`src/rtl/div_16by8.sv`:
```
// div_16by8: sequential restoring divider, 16-bit unsigned dividend by
// 8-bit unsigned divisor, one quotient bit per clock, MSB first.
//
// state | meaning
// IDLE  | waiting for start; quot/rem/div_zero hold the last result
// CALC  | one restoring iteration per cycle, 16 cycles
// DONE  | publish result, pulse done next cycle, return to IDLE

module div_16by8 #(
  parameter int DW_X = 16,
  parameter int DW_Y = 8
) (
  input  logic            CLK_50M,
  input  logic            rst,
  input  logic            start,
  input  logic [DW_X-1:0] x,
  input  logic [DW_Y-1:0] y,
  output logic [DW_X-1:0] quot,
  output logic [DW_Y-1:0] rem,
  output logic            busy,
  output logic            done,
  output logic            div_zero
);

  localparam int CW = $clog2(DW_X);
  localparam int RW = DW_Y + 1;

  typedef enum logic [1:0] {
    IDLE = 2'd0,
    CALC = 2'd1,
    DONE = 2'd2
  } state_t;

  state_t          state_q, state_d;
  logic [DW_X-1:0] q_q, q_d;
  logic [DW_Y-1:0] dvs_q, dvs_d;
  logic [RW-1:0]   r_q, r_d;
  logic [CW-1:0]   cnt_q, cnt_d;
  logic [DW_X-1:0] quot_q, quot_d;
  logic [DW_Y-1:0] rem_q, rem_d;
  logic            done_q, done_d;
  logic            div_zero_q, div_zero_d;
  logic            accept;
  logic [RW:0]     trial;

  // The result-pulse cycle still counts as busy, so a start arriving there
  // is held off and a continuous start relaunches on the following edge.
  assign accept = (state_q == IDLE) && start && !done_q;
  assign trial  = {r_q, q_q[DW_X-1]};

  // State register
  always_ff @(posedge CLK_50M or posedge rst) begin
    if (rst) state_q <= IDLE;
    else     state_q <= state_d;
  end

  // Next state: a zero divisor skips the iterations entirely
  always_comb begin
    state_d = state_q;
    case (state_q)
      IDLE:    if (accept) state_d = (y == '0) ? DONE : CALC;
      CALC:    if (cnt_q == CW'(DW_X - 1)) state_d = DONE;
      DONE:    state_d = IDLE;
      default: state_d = IDLE;
    endcase
  end

  // Working registers: capture operands on accept, one restoring step per CALC cycle
  always_comb begin
    q_d   = q_q;
    dvs_d = dvs_q;
    r_d   = r_q;
    cnt_d = cnt_q;
    if (accept) begin
      q_d   = x;
      dvs_d = y;
      r_d   = '0;
      cnt_d = '0;
    end else if (state_q == CALC) begin
      cnt_d = cnt_q + CW'(1);
      if (trial >= {2'b00, dvs_q}) begin
        r_d = RW'(trial - {2'b00, dvs_q});
        q_d = {q_q[DW_X-2:0], 1'b1};
      end else begin
        r_d = RW'(trial);
        q_d = {q_q[DW_X-2:0], 1'b0};
      end
    end
  end

  // Outputs: results update only when leaving DONE, otherwise hold
  always_comb begin
    quot_d     = quot_q;
    rem_d      = rem_q;
    div_zero_d = div_zero_q;
    done_d     = 1'b0;
    if (state_q == DONE) begin
      done_d = 1'b1;
      if (dvs_q == '0) begin
        quot_d     = '1;
        rem_d      = q_q[DW_Y-1:0];
        div_zero_d = 1'b1;
      end else begin
        quot_d     = q_q;
        rem_d      = r_q[DW_Y-1:0];
        div_zero_d = 1'b0;
      end
    end
  end

  // Working and result registers
  always_ff @(posedge CLK_50M or posedge rst) begin
    if (rst) begin
      q_q        <= '0;
      dvs_q      <= '0;
      r_q        <= '0;
      cnt_q      <= '0;
      quot_q     <= '0;
      rem_q      <= '0;
      done_q     <= 1'b0;
      div_zero_q <= 1'b0;
    end else begin
      q_q        <= q_d;
      dvs_q      <= dvs_d;
      r_q        <= r_d;
      cnt_q      <= cnt_d;
      quot_q     <= quot_d;
      rem_q      <= rem_d;
      done_q     <= done_d;
      div_zero_q <= div_zero_d;
    end
  end

  assign quot     = quot_q;
  assign rem      = rem_q;
  assign done     = done_q;
  assign div_zero = div_zero_q;
  assign busy     = (state_q != IDLE) || done_q;

endmodule

```
`config.mk`:
```
export PLATFORM = sky130hd
export DESIGN_NAME = div_16by8
export DESIGN_NICKNAME = d
export VERILOG_FILES = /design/src/rtl/div_16by8.sv
export SDC_FILE = /design/constraint.sdc
export NUM_CORES = 1
export LEC_CHECK = 0
export ABC_AREA = 1
export BUFFER_PORTS_ARGS = -buffer_cell sky130_fd_sc_hd__buf_2
export CORE_MARGIN = 2
export CORE_UTILIZATION = 35
export CTS_CLUSTER_DIAMETER = 200
export DETAILED_ROUTE_END_ITERATION = 6
export GPL_TIMING_DRIVEN = 0
export PLACE_DENSITY = 0.61
export REMOVE_ABC_BUFFERS = 1
export SETUP_SLACK_MARGIN = 0.02
export SLEW_MARGIN = 5
export SYNTH_ARGS = -nofsm -noshare
export SYNTH_HDL_FRONTEND = slang
export SYNTH_SLANG_ARGS = --single-unit
```
`constraint.sdc`:
```
create_clock -name CLK_50M -period 2.8 [get_ports CLK_50M]
set_clock_uncertainty 0.2 [all_clocks]
set_input_delay 0.56 -clock CLK_50M [delete_from_list [all_inputs] [get_ports CLK_50M]]
set_output_delay 0.56 -clock CLK_50M [all_outputs]
set_load 0.01 [all_outputs]
```
==> results.json <==
{
  "worstReg2RegStart": "q_q[15]",
  "grt-ovfl-total": 0,
  "syn_avg_cell_area_um2": 8.64,
  "max_cap_viol_count": 0,
  "path_buf_inv": 2,
  "fp.dieW_um": 104,
  "cts_buffers": 9,
  "syn-instance-count": 406,
  "met1_usage": 0.217,
  "reg2reg_slack_ns": 0.63,
  "via_per_inst": 4.80,
  "finalSetupTns_ns": 0,
  "routedWlPerCell_um": 13.4,
  "die_h_um": 104,
  "grt_antenna_before_repair": 0,
  "htreeDepth": 3,
  "core-area_um2": 9770,
  "finalNetCount": 493,
  "synth_edf_count": 0,
  "synthDominantCellAreaShare": 0.463,
  "synth_top_cell_by_area": "dfrtp_1",
  "cts_resized": 0,
  "vdd_drop_max_uv": 435,
  "path_clk_slew_ns": 0.07,
  "fin_ws_ns": 0.631,
  "fill_cells": 998,
  "r2r-end": "r_q[5]",
  "globalRouteMet2Util": 0.246,
  "cp_slowest_stage_delay_ns": 0.36,
  "ys_seq_area_frac": 0.463,
  "clk_path_buf_depth": 2,
  "cellPowerDensity_nw_per_um2": 1340,
  "critPathArrivalTime_ns": 2.21,
  "grt_max_degree": 66,
  "cts-root-buf": "clkbuf_8",
  "n_antenna_cell": 0,
  "critPathMaxFanout": 7,
  "setup_viol": 0,
  "crit_path_cell_trace": "inv_1 > ha_1 > fa_1 > inv_1 > nand2_2 > nand2_2 > nand2_2 > nand2_2 > nor2_4 > nand3_1 > nand3_1 > nand2_1",
  "worstSkewPairLatency_ns": 0.35,
  "grt_pass1_vias": 2785,
  "r2r_cells": 12,
  "area_growth_pct": 14.7,
  "max_freq_mhz": 461,
  "initial_core_util": 0.359,
  "clock_sinks": 65,
  "die_area_um2": 10800,
  "synthFlopType": "dfrtp_1",
  "cts_tree": "built",
  "post-place-ws_ns": 0.622,
  "cp_common_cell": "nand2_2",
  "num_vias": 2849,
  "cp_slowest_cell": "dfrtp_1",
  "tightest_slew_ns": 0.786,
  "io_buffers": 53,
  "final_cells": 594,
  "placed_cells": 578,
  "row_count": 36,
  "place_area_um2": 3840,
  "synthArstFlopShare": 1.00,
  "dr.pass1.iters": 4,
  "grt_setup_unrepaired": "no",
  "grt_pass1_wl_mm": 13.7,
  "hp-class": "input port to asynchronous set/reset pin",
  "worstSetupStartpoint": "q_q[15]",
  "drive_gt1_frac": 0.247,
  "status": "completed",
  "final_area_um2": 4020,
  "regArea_um2": 1630,
  "synth.ff_latch_count": 65,
  "multiInputGateArea_um2": 1530,
  "netlist_top_cells_area": "dfrtp_1 (46%), nand2_1 (11%), inv_1 (6.1%)",
  "synth_warnings": 0,
  "drt_iter0_markers": 144,
  "start_kind": "flip-flop",
  "hold_viol": 0,
  "relSlewSlack": 0.476,
  "track_usage": 0.159,
  "place_congestion": 0.851,
  "worstPathRequired_ns": 2.84,
  "yosysUniqueCellTypes": 33,
  "critical_path_class": "flip-flop to flip-flop",
  "crit_family": "simple AND/OR/NAND/NOR gates",
  "drv_slew": 0,
  "cts_hold_buf": 0,
  "fin_crit_sh": 0.774,
  "p_leak_nw": 2.06,
  "antenna_left": 0,
  "drc": 0,
  "fin_util": 0.412,
  "end_kind": "flip-flop",
  "post-dp-hpwl_mm": 5.66,
  "wl_mm": 7.96,
  "postCtsSetupBuffers": 0,
  "ios": 54,
  "grt.busiest_layer": "met2",
  "period_needed_ns": 2.17,
  "use_met3": 0.0357,
  "syn_area_um2": 3510
}
==> per-layer routing <==
metal  wire length [um]  vias to the layer above
li1                   -                     1429
met1               3850                     1334
met2               3520                       77
met3                483                        9
met4                103                        0
met5                  0                        -
==> registers in the layout, indices dropped and copies added (netlist names) <==
signal,flops
cnt_q,4
dvs_q,8
state_q,2
rem,8
done,1
r_q,9
div_zero,1
q_q,16
quot,16
==> cells in the mapped netlist, drive strengths merged, types with 6 or more instances <==
master / n
o211ai: 16
buf: 14
dfrtp: 65
o21ai: 27
a21oi: 6
o221ai: 11
inv: 66
nand4: 6
a31oi: 7
nor2: 29
nand3: 28
nand2: 114
ha: 9
==> placed cells by master (no fill, tap or decap) <==
cell / Yosys / routed
ha_1: 9 / 9
nor2_2: 2 / 2
clkbuf_1: 0 / 2
nand2_1: 106 / 106
xor2_1: 2 / 2
a31oi_1: 7 / 7
or2_2: 1 / 1
nand2_2: 7 / 7
xnor2_1: 1 / 1
a21oi_2: 1 / 1
o211ai_2: 14 / 14
buf_2: 8 / 53
clkinv_4: 0 / 1
o211ai_1: 2 / 2
inv_4: 0 / 1
nor2_1: 23 / 23
clkinvlp_4: 0 / 1
o21ai_0: 9 / 9
a22o_1: 1 / 1
nand3b_1: 1 / 1
nand4_1: 5 / 5
fa_1: 1 / 1
a21o_1: 1 / 1
o221ai_1: 7 / 7
inv_1: 57 / 56
clkinv_2: 0 / 2
a21oi_4: 1 / 1
bufinv_16: 0 / 1
nand3_1: 27 / 27
dfrtp_1: 65 / 65
a21oi_1: 4 / 4
clkbuf_8: 0 / 9
nand2_8: 1 / 1
inv_2: 9 / 9
nand3_2: 1 / 1
nor2_4: 4 / 4
o21ai_1: 18 / 18
nand4_4: 1 / 1
o221ai_2: 4 / 4
==> per-stage QoR <==
step                      hold WS, ns  power, mW
after floorplan                 0.242       3.91
after global placement          0.260       4.59
after detailed placement        0.265       4.65
after CTS                       0.190       5.45
after global routing            0.215       5.96
final                           0.168       5.40
==> kinds of logic after synthesis <==
| logic type | synth area share |
|---|---|
| adders and majority gates | 0.0378 |
| buffers and inverters | 0.101 |
| AOI/OAI and AO/OA | 0.157 |
| and+or+nand+nor | 0.233 |
| DFF | 0.463 |
| xor gates and xnor gates | 0.00749 |
==> how the worst max path moves through the flow <==
stage	endpoint	slack [ns]	cells past startpoint
final	r_q[5]	0.63	12
after global routing	r_q[6]	0.45	12
after global placement	dvs_q[0]	-0.41	2
after CTS	r_q[5]	0.61	12
after floorplan	cnt_q[0]	0.41	1
after detailed placement	r_q[6]	0.62	12
==> power breakdown <==
part	switching [mW]	internal (mW)	leakage [nW]
Clock	0.374	0.410	0.0933
Combinational	1.81	1.10	1.17
Sequential	0.301	1.40	0.794
==> final cells by class <==
type / count / share of cell area
flip-flops and latches: 65 / 0.404
well taps: 133 / 0.0414
clock inverters: 5 / 0.0140
multi-input cells: 261 / 0.380
clock buffers: 11 / 0.0326
repair buffers: 53 / 0.0659
inverters: 66 / 0.0622
==> worst register-to-register path, delay by kind of cell (launching register included) <==
family	cells	cell delay (ns)
fa+ha+maj	2	0.50
flops	1	0.36
simple gates	8	0.76
buf+inv	2	0.26
Power figures use the tool's default switching activity.
